$ cat src/rtl/cache_pkg.sv
// Shared types and constants for the cache fill arbiter.
package cache_pkg;
  typedef enum logic [1:0] {IDLE, FILL_D, FILL_I} fill_state_t;
  localparam logic [15:0] BLOCK_MASK = 16'hFFF0;
  localparam int WORDS = 8;
  localparam int MEM_LAT = 4;
endpackage

$ cat src/rtl/cache_fill_arbiter_word_counter.sv
// Block word index counter with synchronous clear and a last-word flag.
module word_counter #(
  parameter int WORDS = cache_pkg::WORDS,
  localparam int CW = $clog2(WORDS)
) (
  input  logic          clk,
  input  logic          rst,
  input  logic          clr,
  input  logic          inc,
  output logic [CW-1:0] cnt,
  output logic          last
);
  logic [CW-1:0] cnt_d, cnt_q;

  always_comb begin
    cnt_d = cnt_q;
    if (clr)      cnt_d = '0;
    else if (inc) cnt_d = cnt_q + 1'b1;
  end

  always_ff @(posedge clk) begin
    if (rst) cnt_q <= '0;
    else     cnt_q <= cnt_d;
  end

  assign cnt  = cnt_q;
  assign last = (cnt_q == CW'(WORDS - 1));
endmodule

$ cat src/rtl/cache_fill_arbiter.sv
// Arbitrates I/D cache block fills and write-through stores onto one memory port.
module cache_fill_arbiter
  import cache_pkg::*;
#(
  parameter int ADDR_W = 16,
  parameter int DATA_W = 16,
  parameter int WORDS  = cache_pkg::WORDS,
  localparam int CW = $clog2(WORDS)
) (
  input  logic              clk,
  input  logic              rst,
  input  logic              i_miss,
  input  logic [ADDR_W-1:0] i_miss_addr,
  input  logic              d_miss,
  input  logic [ADDR_W-1:0] d_miss_addr,
  input  logic              d_write,
  input  logic [ADDR_W-1:0] d_write_addr,
  input  logic [DATA_W-1:0] d_write_data,
  output logic              i_stall,
  output logic              d_stall,
  output logic              fill_i_we,
  output logic              fill_d_we,
  output logic [ADDR_W-1:0] fill_addr,
  output logic [DATA_W-1:0] fill_data,
  output logic              fill_done_i,
  output logic              fill_done_d,
  output logic              mem_en,
  output logic              mem_wr,
  output logic [ADDR_W-1:0] mem_addr,
  output logic [DATA_W-1:0] mem_data_out,
  input  logic [DATA_W-1:0] mem_data_in,
  input  logic              mem_data_valid
);
  fill_state_t       state_d, state_q;
  logic [ADDR_W-1:0] base_d, base_q;
  logic              issued_d, issued_q;
  logic [CW-1:0]     issue_cnt, rcv_cnt;
  logic              issue_last, rcv_last;
  logic              filling, issue_go, rcv_go, cnt_clr;

  word_counter #(.WORDS(WORDS)) u_issue (
    .clk(clk), .rst(rst), .clr(cnt_clr), .inc(issue_go), .cnt(issue_cnt), .last(issue_last)
  );
  word_counter #(.WORDS(WORDS)) u_rcv (
    .clk(clk), .rst(rst), .clr(cnt_clr), .inc(rcv_go), .cnt(rcv_cnt), .last(rcv_last)
  );

  always_comb begin
    filling      = (state_q != IDLE);
    issue_go     = filling & ~issued_q;
    rcv_go       = filling & mem_data_valid;
    cnt_clr      = rcv_go & rcv_last;
    state_d      = state_q;
    base_d       = base_q;
    issued_d     = issued_q;
    fill_i_we    = 1'b0;
    fill_d_we    = 1'b0;
    fill_addr    = '0;
    fill_data    = '0;
    fill_done_i  = 1'b0;
    fill_done_d  = 1'b0;
    mem_en       = 1'b0;
    mem_wr       = 1'b0;
    mem_addr     = '0;
    mem_data_out = '0;
    case (state_q)
      IDLE: begin
        if (d_write & ~d_miss) begin
          mem_en       = 1'b1;
          mem_wr       = 1'b1;
          mem_addr     = d_write_addr;
          mem_data_out = d_write_data;
        end else if (d_miss) begin
          base_d  = d_miss_addr & ADDR_W'(BLOCK_MASK);
          state_d = FILL_D;
        end else if (i_miss) begin
          base_d  = i_miss_addr & ADDR_W'(BLOCK_MASK);
          state_d = FILL_I;
        end
      end
      default: begin
        if (issue_go) begin
          mem_en   = 1'b1;
          mem_addr = base_q + ADDR_W'({issue_cnt, 1'b0});
          if (issue_last) issued_d = 1'b1;
        end
        if (rcv_go) begin
          fill_i_we = (state_q == FILL_I);
          fill_d_we = (state_q == FILL_D);
          fill_addr = base_q + ADDR_W'({rcv_cnt, 1'b0});
          fill_data = mem_data_in;
          if (rcv_last) begin
            fill_done_i = (state_q == FILL_I);
            fill_done_d = (state_q == FILL_D);
            issued_d    = 1'b0;
            state_d     = IDLE;
          end
        end
      end
    endcase
    d_stall = d_miss | (state_q == FILL_D) | (d_write & filling);
    i_stall = i_miss | (state_q == FILL_I);
    // Reset wins over everything, including a fill caught mid-flight.
    if (rst) begin
      d_stall     = 1'b0;
      i_stall     = 1'b0;
      fill_i_we   = 1'b0;
      fill_d_we   = 1'b0;
      fill_addr   = '0;
      fill_data   = '0;
      fill_done_i = 1'b0;
      fill_done_d = 1'b0;
      mem_en      = 1'b0;
      mem_wr      = 1'b0;
      mem_addr    = '0;
      mem_data_out = '0;
    end
  end

  always_ff @(posedge clk) begin
    if (rst) begin
      state_q  <= IDLE;
      base_q   <= '0;
      issued_q <= 1'b0;
    end else begin
      state_q  <= state_d;
      base_q   <= base_d;
      issued_q <= issued_d;
    end
  end
endmodule

$ cat config.mk
export PLATFORM = sky130hd
export DESIGN_NAME = cache_fill_arbiter
export DESIGN_NICKNAME = d
export VERILOG_FILES = /design/src/rtl/cache_pkg.sv /design/src/rtl/cache_fill_arbiter_word_counter.sv /design/src/rtl/cache_fill_arbiter.sv
export SDC_FILE = /design/constraint.sdc
export NUM_CORES = 1
export LEC_CHECK = 0
export CAP_MARGIN = 20
export CORE_MARGIN = 4
export CORE_UTILIZATION = 30
export DETAILED_ROUTE_END_ITERATION = 16
export GPL_TIMING_DRIVEN = 0
export PLACE_DENSITY = 0.86
export REMOVE_ABC_BUFFERS = 1
export SYNTH_ARGS = -nofsm -noshare
export SYNTH_HDL_FRONTEND = slang
export SYNTH_SLANG_ARGS = --single-unit
$ cat constraint.sdc
create_clock -name clk -period 2 [get_ports clk]
set_input_delay 0.3 -clock clk [delete_from_list [all_inputs] [get_ports clk]]
set_output_delay 0.3 -clock clk [all_outputs]
set_load 0.01 [all_outputs]
======== After elaboration in Yosys (flattened, before gate mapping) ========
Index checks and enable logic that the tools add are counted.
cells by class
  add/sub/neg operators ................... 4
  equal/unequal tests ..................... 6
  muxes and demuxes ....................... 47
  bitwise logic cells ..................... 11
  reductions and logical operators ........ 8
operator list
  kind                                            number
  two-way mux 16 bit                              15
  adder 16 x 4 -> 16 bit                          2
  two-way mux 1 bit                               26
  two-way mux 2 bit                               6
  nonzero test 2 bit                              4
  adder 3 x 1 -> 3 bit (second input constant)    2
  == test 3 bit (second input constant)           2
  AND 1 bit                                       5
  AND reduction 4 bit                             1
  inequality test 3 bit (second input constant)   1
  NOT 1 bit                                       3
  OR 1 bit                                        3
  AND reduction 3 bit                             1
  == test 2 x 1 -> 1 bit (second input constant)  1
  == test 2 bit (second input constant)           1
  logical NOT 2 bit                               1
  inequality test 2 bit (second input constant)   1
  OR reduction 2 bit                              1
word-level totals
  bits in registers ....................... 25
  input port bits ......................... 86
  output and inout bits ................... 72
  logic and storage cells ................. 81

======== Depth between registers and ports, before layout ========
  depth in word-level cells ............... 5
  gate-level depth with buffers ........... 5

======== By module ========
From an unflattened synthesis, not the netlist that was laid out.
second synthesis, totals
  cells, all modules ...................... 194
  area, all modules ....................... 1674.1 µm²
by module, submodules not included
  module              times used  cells each  area each (µm²)  seq. area each (µm²)
  cache_fill_arbiter  1           172         1406.3           300.3
  word_counter        2           11          133.9            60.1

======== Worst setup path after synthesis ========
No wires, ideal clock.
  path type ............................... register to output
  start point ............................. reg state_q[1]
  end point ............................... out mem_addr[0]
  arrival ................................. 1.393 ns
  required time ........................... 1.700 ns
  setup slack ............................. 0.307 ns
  stages on the path, launching flop included .. 5
  cells stage by stage .................... dfxtp_1 or2_4 nor4b_4 buf_6 and2_1
on the way
  longest elaborated chain between the ends .. 5
  elaborated cells on any way between the ends .. 6
RTL lines
  what                    RTL line                   source
  start, declared         cache_fill_arbiter.sv:34   fill_state_t state_d, state_q;
  start signal, assigned  cache_fill_arbiter.sv:126  state_q <= state_d;
  nonzero test 2 bit      cache_fill_arbiter.sv:49   filling = (state_q != IDLE);
  AND 1 bit               cache_fill_arbiter.sv:50   issue_go = filling & ~issued_q;
  two-way mux 16 bit      cache_fill_arbiter.sv:82   if (issue_go) begin
  two-way mux 16 bit *    cache_fill_arbiter.sv:66   case (state_q)
  two-way mux 16 bit *    cache_fill_arbiter.sv:104  if (rst) begin
  end, declared           cache_fill_arbiter.sv:29   output logic [ADDR_W-1:0] mem_addr,
Mark *: on every way between the ends. The rest lies on a longest branch, timed or not.

======== Worst setup path in the final report ========
  start point ............................. reg state_q[0]
  end point ............................... out mem_addr[3]
The elaborated chain is that of the path after synthesis.

==> flow_summary_export.csv <==
group,metric,value,unit
yosys,synth_mux_area_frac,0.167,
timing,rsz0062_at_grt,"yes",
setup_path,timing.rr.start,"state_q[1]$_SDFFE_PP0P_",
min_path,min_to,"state_q[0]$_SDFFE_PP0P_",
yosys,yosysMostFrequentCell,"and2_1",
yosys,synth-edff-count,0,
timing,skew,0.0148,ns
detailed_routing,detail_route.wirelength,5960,µm
cts,htreeDepth,1,
timing,finalSetupViolCount,26,
power_and_ir_drop,p_per_area,413,nW/µm²
min_path,hold_class,"input pin to flop",
finish,insertedDiodeCount,0,
finish,layout-drive-gt1-share,0.268,
die,fp.dieW,82.0,µm
yosys,syn_area,1640,µm²
yosys,yosys.area_share.simple,0.347,
placed_design,dp_hpwl,4500,µm
power_and_ir_drop,netSwitchingFraction,0.295,
power_and_ir_drop,totalPowerFinal,1.37,mW
die,core_area,5200,µm²
yosys,netlist_top_cells_area,"dfxtp_1 (26%), and2_1 (18%), mux2i_1 (8.5%)",
finish,final_util,0.640,
power_and_ir_drop,power_leakage,1.69,nW
power_and_ir_drop,p_int,0.968,mW
yosys,yosysTopAreaCell,"dfxtp_1",
die,die_y,82.0,µm
timing,fmaxAchievable,491,MHz
cts,cts_made_buffers,3,
setup_path,cpPeakStageDelay,0.36,ns
cts,clock_latency,0.26,ns
detailed_routing,wl_met1,2350,µm
detailed_routing,drtAntennaViolNets,0,
cts,cts.sinks,21,
timing,period_share,1.02,
detailed_routing,met2_length,3010,µm
placed_design,gp_congestion,0.753,
finish,fin_nets,445,
timing,hold_slack,0.364,ns
timing,slew-limit-headroom,0.564,
yosys,synth.distinct_cells,31,
setup_path,end_kind,"primary output",
yosys,yosys.area_share.adder,0.0304,
yosys,synth_top_family_by_area,"simple AND/OR/NAND/NOR gates",
timing,setup_ws,-0.0350,ns
setup_path,timing.rr.end,"base_q[4]$_SDFFE_PP0P_",
timing,finalHoldViolations,0,
grt,grt_pass1_vias,1870,
detailed_routing,dr.pass1.iters,4,
detailed_routing,drt-initial-drc-count,28,
die,die_area,6730,µm²
cts,cts_max_path_buffers,2,
yosys,synthTopCellsByCount,"and2_1 (48), nor2_1 (25), dfxtp_1 (21)",
cts,root_buffer,"clkbuf_8",
yosys,synthCells,196,
setup_path,crit_buf_inv,5,
grt,overflow,0,
grt,antenna_found_initial,0,
setup_path,critical-path-top-delay-family,"buffers and inverters",
setup_path,cp_cell_sequence,"or2_4, nor4b_4, buf_4, buf_6, buf_6, buf_6, a22o_4, buf_6",
setup_path,crit_type,"flop to primary output",
grt,grt_pass1_wl,8700,µm
min_path,hold_depth,2,
die,start_util,0.316,
detailed_routing,top_layer,"met4",
cts,cts_tree,"done",
outcome,status,"complete, but fails checks",
detailed_routing,routed-wl-met3,592,µm
power_and_ir_drop,peakVddDrop,0.000261,V
finish,area_delta_synth_final,103,%
setup_path,crit_arrival,1.73,ns
timing,tightest_slew,0.650,ns
min_path,min_from,"rst",
setup_path,worstPathRequired,1.70,ns
run,max-cap-violations,0,
timing,timing.final.crit_period,2.03,ns
yosys,syn_area_per_cell,8.39,µm²
timing,finalSetupTns,-0.388,ns
yosys,synth_top_flop_cell,"dfxtp_1",
setup_path,regToRegSetupSlack,0.42,ns
outcome,violations,"setup timing",
detailed_routing,drc,0,
yosys,synthXorXnorAreaFrac,0.0107,
setup_path,cpMostUsedCell,"buf_6",
grt,grt.total_usage,0.163,
power_and_ir_drop,p_comb_frac,0.435,
yosys,synth.top_cell.area_share,0.256,
die,ios,158,
grt,grt_max_degree,35,
yosys,ys_seq_area_frac,0.256,
power_and_ir_drop,pwr-share-clk,0.207,
detailed_routing,wl_per_cell,14.1,µm
detailed_routing,vias,1912,
timing,report.final.slew_viol_count,0,
power_and_ir_drop,p_sw,0.406,mW
placed_design,pre_cts_ws,-1.63,ns
setup_path,crit_path_max_fanout,5,
yosys,synth_compound_area_frac,0.131,
setup_path,startpoint_type,"flop",
die,rows,26,
power_and_ir_drop,seq_power_share,0.358,
yosys,async_flop_share,0,
yosys,yosys_warnings,0,
setup_path,r2r_cells,5,
setup_path,worst_path_max_delay_cell,"dfxtp_4",
detailed_routing,via_per_inst,4.51,
cts,clk_pin_slew,0.09,ns
placed_design,io_buffers,148,
yosys,synth_seq_cells,21,
[placed cells by master (no fill, tap or decap), drive strengths merged, types with 2 or more instances in the layout]
cell and n:
ha 4, nor2b 13, nor2 25, nand2 3, dfxtp 21, xor2 2, o21ai 2, nand2b 2
nand3b 2, buf 56, and2 48, or2 2, mux2 12, mux2i 14, clkbuf 4, a22o 15
clkdlybuf4s50 75, o21bai 2, dlygate4sd2 35, nand3 2, a21oi 6
[power groups by stage]
stage          sequential, mW  combinational (mW)  clock (mW)
2_1_floorplan           0.494               0.225           0
3_3_place_gp            0.501               0.523           0
3_5_place_dp            0.502               0.551           0
4_1_cts                 0.490               0.588       0.296
5_1_grt                 0.499               0.645       0.310
6_report                0.492               0.597       0.285
[cells by family (layout without fill, tap and decap cells)]
group | count (synthesis) | count (layout)
AND/OR/NAND/NOR | 99 | 99
XOR/XNOR | 2 | 2
AO/OA/AOI/OAI | 27 | 27
multiplexers | 26 | 26
other | 1 | 1
buffers and inverters | 16 | 174
flip-flops | 21 | 21
adder cells (fa/ha/maj) | 4 | 4
[area by class of cell]
cell class | instances | area (µm²)
Fill cell | 479 | 1870
Multi-Input combinational cell | 159 | 1200
Tap cell | 70 | 87.6
Sequential cell | 21 | 428
Clock inverter | 1 | 5.00
Clock buffer | 3 | 41.3
Timing Repair Buffer | 169 | 1560
Inverter | 1 | 3.75
[worst reg2reg max path, delay by kind of cell, from the launching register on]
family,cells,cell delay [ns]
simple gates,1,0.16
flops,1,0.36
mux,1,0.31
compound gates,1,0.26
buf+inv,2,0.39
[how the worst max path moves through the flow]
stage	cells past startpoint	endpoint	slack, ns	start
after global placement	5	fill_addr[7]	-2.05	rst
after floorplan	3	mem_addr[10]	-0.10	state_q[1]$_SDFFE_PP0P_
after detailed placement	5	mem_addr[8]	-1.63	rst
after global routing	8	mem_addr[3]	-0.1	state_q[0]$_SDFFE_PP0P_
after CTS	7	mem_addr[8]	-0.03	state_q[1]$_SDFFE_PP0P_
final	8	mem_addr[3]	-0.03	state_q[0]$_SDFFE_PP0P_
[registers in the layout, summed over array words and instances, names as in the netlist]
register	cells
base_q	12
issued_q	1
state_q	2
u_issue.cnt	3
u_rcv.cnt	3
[routing by layer]
layer  global-route usage  vias up
met5                    0        -
met4               0.0216        0
met3               0.0373        2
met2                0.305       81
met1                0.191      854
li1                     -      975
[per-stage QoR]
step                instance area (µm²)  std cells
detailed placement                 3180        403
finish                             3330        424
CTS                                3270        423
global placement                   3130        399
global route                       3330        424
floorplan                          1560        181
[timing repair]
item,4_1_cts,5_1_grt
resized for setup,214,9
setup buffers,16,0
pin swaps,3,2
hold buffers,0,0
endpoints found under the setup margin,84,35
gates cloned,1,1
No activity file was read; power rests on OpenSTA's default activity.
==> patch: new RTL, config.mk and constraints unchanged <==
Reset style: asynchronous (`rst`), changed in 2 clocked blocks.
--- a/src/rtl/cache_fill_arbiter_word_counter.sv
+++ b/src/rtl/cache_fill_arbiter_word_counter.sv
@@ -19,5 +19,5 @@
   end
 
-  always_ff @(posedge clk) begin
+  always_ff @(posedge clk or posedge rst) begin
     if (rst) cnt_q <= '0;
     else     cnt_q <= cnt_d;
--- a/src/rtl/cache_fill_arbiter.sv
+++ b/src/rtl/cache_fill_arbiter.sv
@@ -118,5 +118,5 @@
   end
 
-  always_ff @(posedge clk) begin
+  always_ff @(posedge clk or posedge rst) begin
     if (rst) begin
       state_q  <= IDLE;
Formal check against the unedited RTL: no difference found for any inputs over 10 cycles, from zero or initial values and one cycle with rst high; that may be too few to reach the edited logic, so the function may still have changed.
==> patch against the original RTL <==
  * Via count is 0.99% lower
  * First-iteration DRC count grew to 2.5 times the old value
  * Sequential cell count unchanged
  * Setup slack improved by 0.072 ns
  * Highest routed layer unchanged
  * Die area rose by 0.13%
  * Area after synthesis rose by 0.15%
  * Hold slack worse by 0.11 ns
  * Global-route usage grew 2.5 points
  * Cell count decreased by 4.5%
  * Wire length rose by 12%
  * Design area down 3.4%
Power is not compared: it rests on default switching activity, and its combinational part moved more than twofold at a synthesized area within 25%.
==> patch: results (changes against the original RTL) <==
Pin count of the biggest net entering global routing -> 27 (-23%)
Post-synthesis sequential area ratio -> 31.9% (+6.3 points)
Fill count -> 458 (-4.4%)
Cell leakage power -> 1.57 nW
Setup slack, reg-to-reg -> 0.16 ns (-0.26 ns)
Area post-placement -> 3140 sq um (-1.4%)
Routed Wire Length -> 6650 um (+12%)
DR vias -> 1893 (-0.99%)
Mux share of post-synthesis cell area -> 17.1% (+0.35 points)
Data arrival time of the critical path -> 1.66 ns (-0.07 ns)
1st-iter DRT viols -> 71 (+150%)
Seq Cell Count -> 21 (unchanged)
Fraction of area in multi-input gates -> 33.4% (-2.7 points)
Synth Area in Compound Gates -> 13.6% (+0.51 points)
DP Cell Count -> 376 (-6.7%)
Synth-to-Final Area Change -> 95.4%
H-tree depth -> 1 (unchanged)
Multi-input gates -> 136 (-14%)
Share of the synthesized area in the top cell type -> 31.9% (+6.3 points)
Ranking of synthesized cells by area -> dfrtp_1, and2_1, mux2_2, a22o_1, buf_6
Reg-to-reg startpoint -> state_q[0]$_DFFE_PP0P_
Status -> completed
DP HPWL -> 4680 um (+4.0%)
Syn Area/Cell -> 9.74 sq um (+16%)
Vias in the first global route -> 1847 (-1.2%)
Clk slew on worst S/H paths -> 0.08 ns
Hold slack -> 0.258 ns (-0.106 ns)
ClkCell Share -> 1.44% (+0.049 points)
Reg2reg end -> base_q[10]$_DFFE_PP0P_
Clk_skew -> 0.00676 ns (-0.00808 ns)
Most frequent cells after synthesis -> and2_1, mux2_2, dfrtp_1, a22o_1
Final hold viol count -> 0 (unchanged)
Proportion of layout cells with a drive suffix above 1 -> 32.8% (+6.0 points)
Crit-path max FO -> 9 (+4)
Library cells used by synthesis -> 32 (+3.2%)
Syn. warnings -> 0 (unchanged)
Total Nets Final -> 426 (-4.3%)
Layout Cells excl Fill -> 405 (-4.5%)
Xor/xnor cell area share of the yosys netlist -> 0% (-1.1 points)
Hold Crit Class -> in -> async
Non-clock buffering overhead -> 45.3% (-1.7 points)
Register area -> 528 sq um (+23%)
Adder-Cell Fraction of Synth Area -> 3.04% (-0.0046 points)
CTS max path bufs -> 2 (unchanged)
All-Layer GR Usage -> 18.8% (+2.5 points)
Worst slew pin tran -> 0.628 ns (-0.0217 ns)
Invs w/o clock -> 5 (+4)
DIE AREA -> 6740 sq um (+0.13%)
Share of flip-flops with an asynchronous set or reset -> 100% (+100 points)
Routability cong. -> 0.723 (-4.1%)
First-pass GRT wire length -> 9720 um (+12%)
patch: what timing repair did:
| item | 4_1_cts | 5_1_grt |
|---|---|---|
| pin swaps | 5 | 1 |
| cloned | 6 | 0 |
| buffers inserted | 16 | 3 |
| resized for setup | 124 | 81 |
| setup endpoints to repair | 82 | 54 |
patch: cells by family (layout without fill, tap and decap cells):
group,count (synthesis),in the layout
flops,21,21
simple gates,73,78
fa+ha+maj,4,4
compound gates,28,28
mux,25,25
other cells,1,1
buf+inv,17,178
patch: report_power, final:
part / internal, mW / total, mW / switching [mW] / leakage (nW)
logic: 0.870 / 1.50 / 0.632 / 1.29
registers: 0.645 / 0.818 / 0.173 / 0.248
clock network: 0.139 / 0.280 / 0.141 / 0.0255
patch: worst max path at each step:
stage                   endpoint  slack [ns]  cells after the start
finish               mem_addr[9]        0.04                      7
global route         mem_addr[9]       -0.03                      7
CTS                       mem_en       -0.01                      7
detailed placement   mem_addr[4]       -1.74                      5
global placement     mem_addr[6]       -1.72                      5
floorplan           mem_addr[10]       -0.13                      3
patch: worst max-delay path, stage by stage (launching register included):
cell and delay (ns):
dfrtp_2 0.43, nor2_4 0.14, buf_12 0.14, and4_4 0.27
buf_6 0.12, buf_6 0.09, a22o_1 0.12, buf_6 0.10
patch: per-stage QoR:
step                      TNS [ns]  setup WS (ns)
after floorplan              -4.01         -0.126
after global placement     -105.82          -1.72
after detailed placement    -82.10          -1.74
after CTS                  -0.0134        -0.0134
after global routing       -0.0360        -0.0323
final                            0         0.0369
patch: per-layer routing:
layer / up-vias / global-route usage (%) / wire length [um]
met2: 86 / 34.5 / 3340
met4: 0 / 3.65 / 103
met1: 870 / 21.3 / 2520
met5: - / 0 / 0
li1: 927 / - / -
met3: 10 / 5.70 / 678
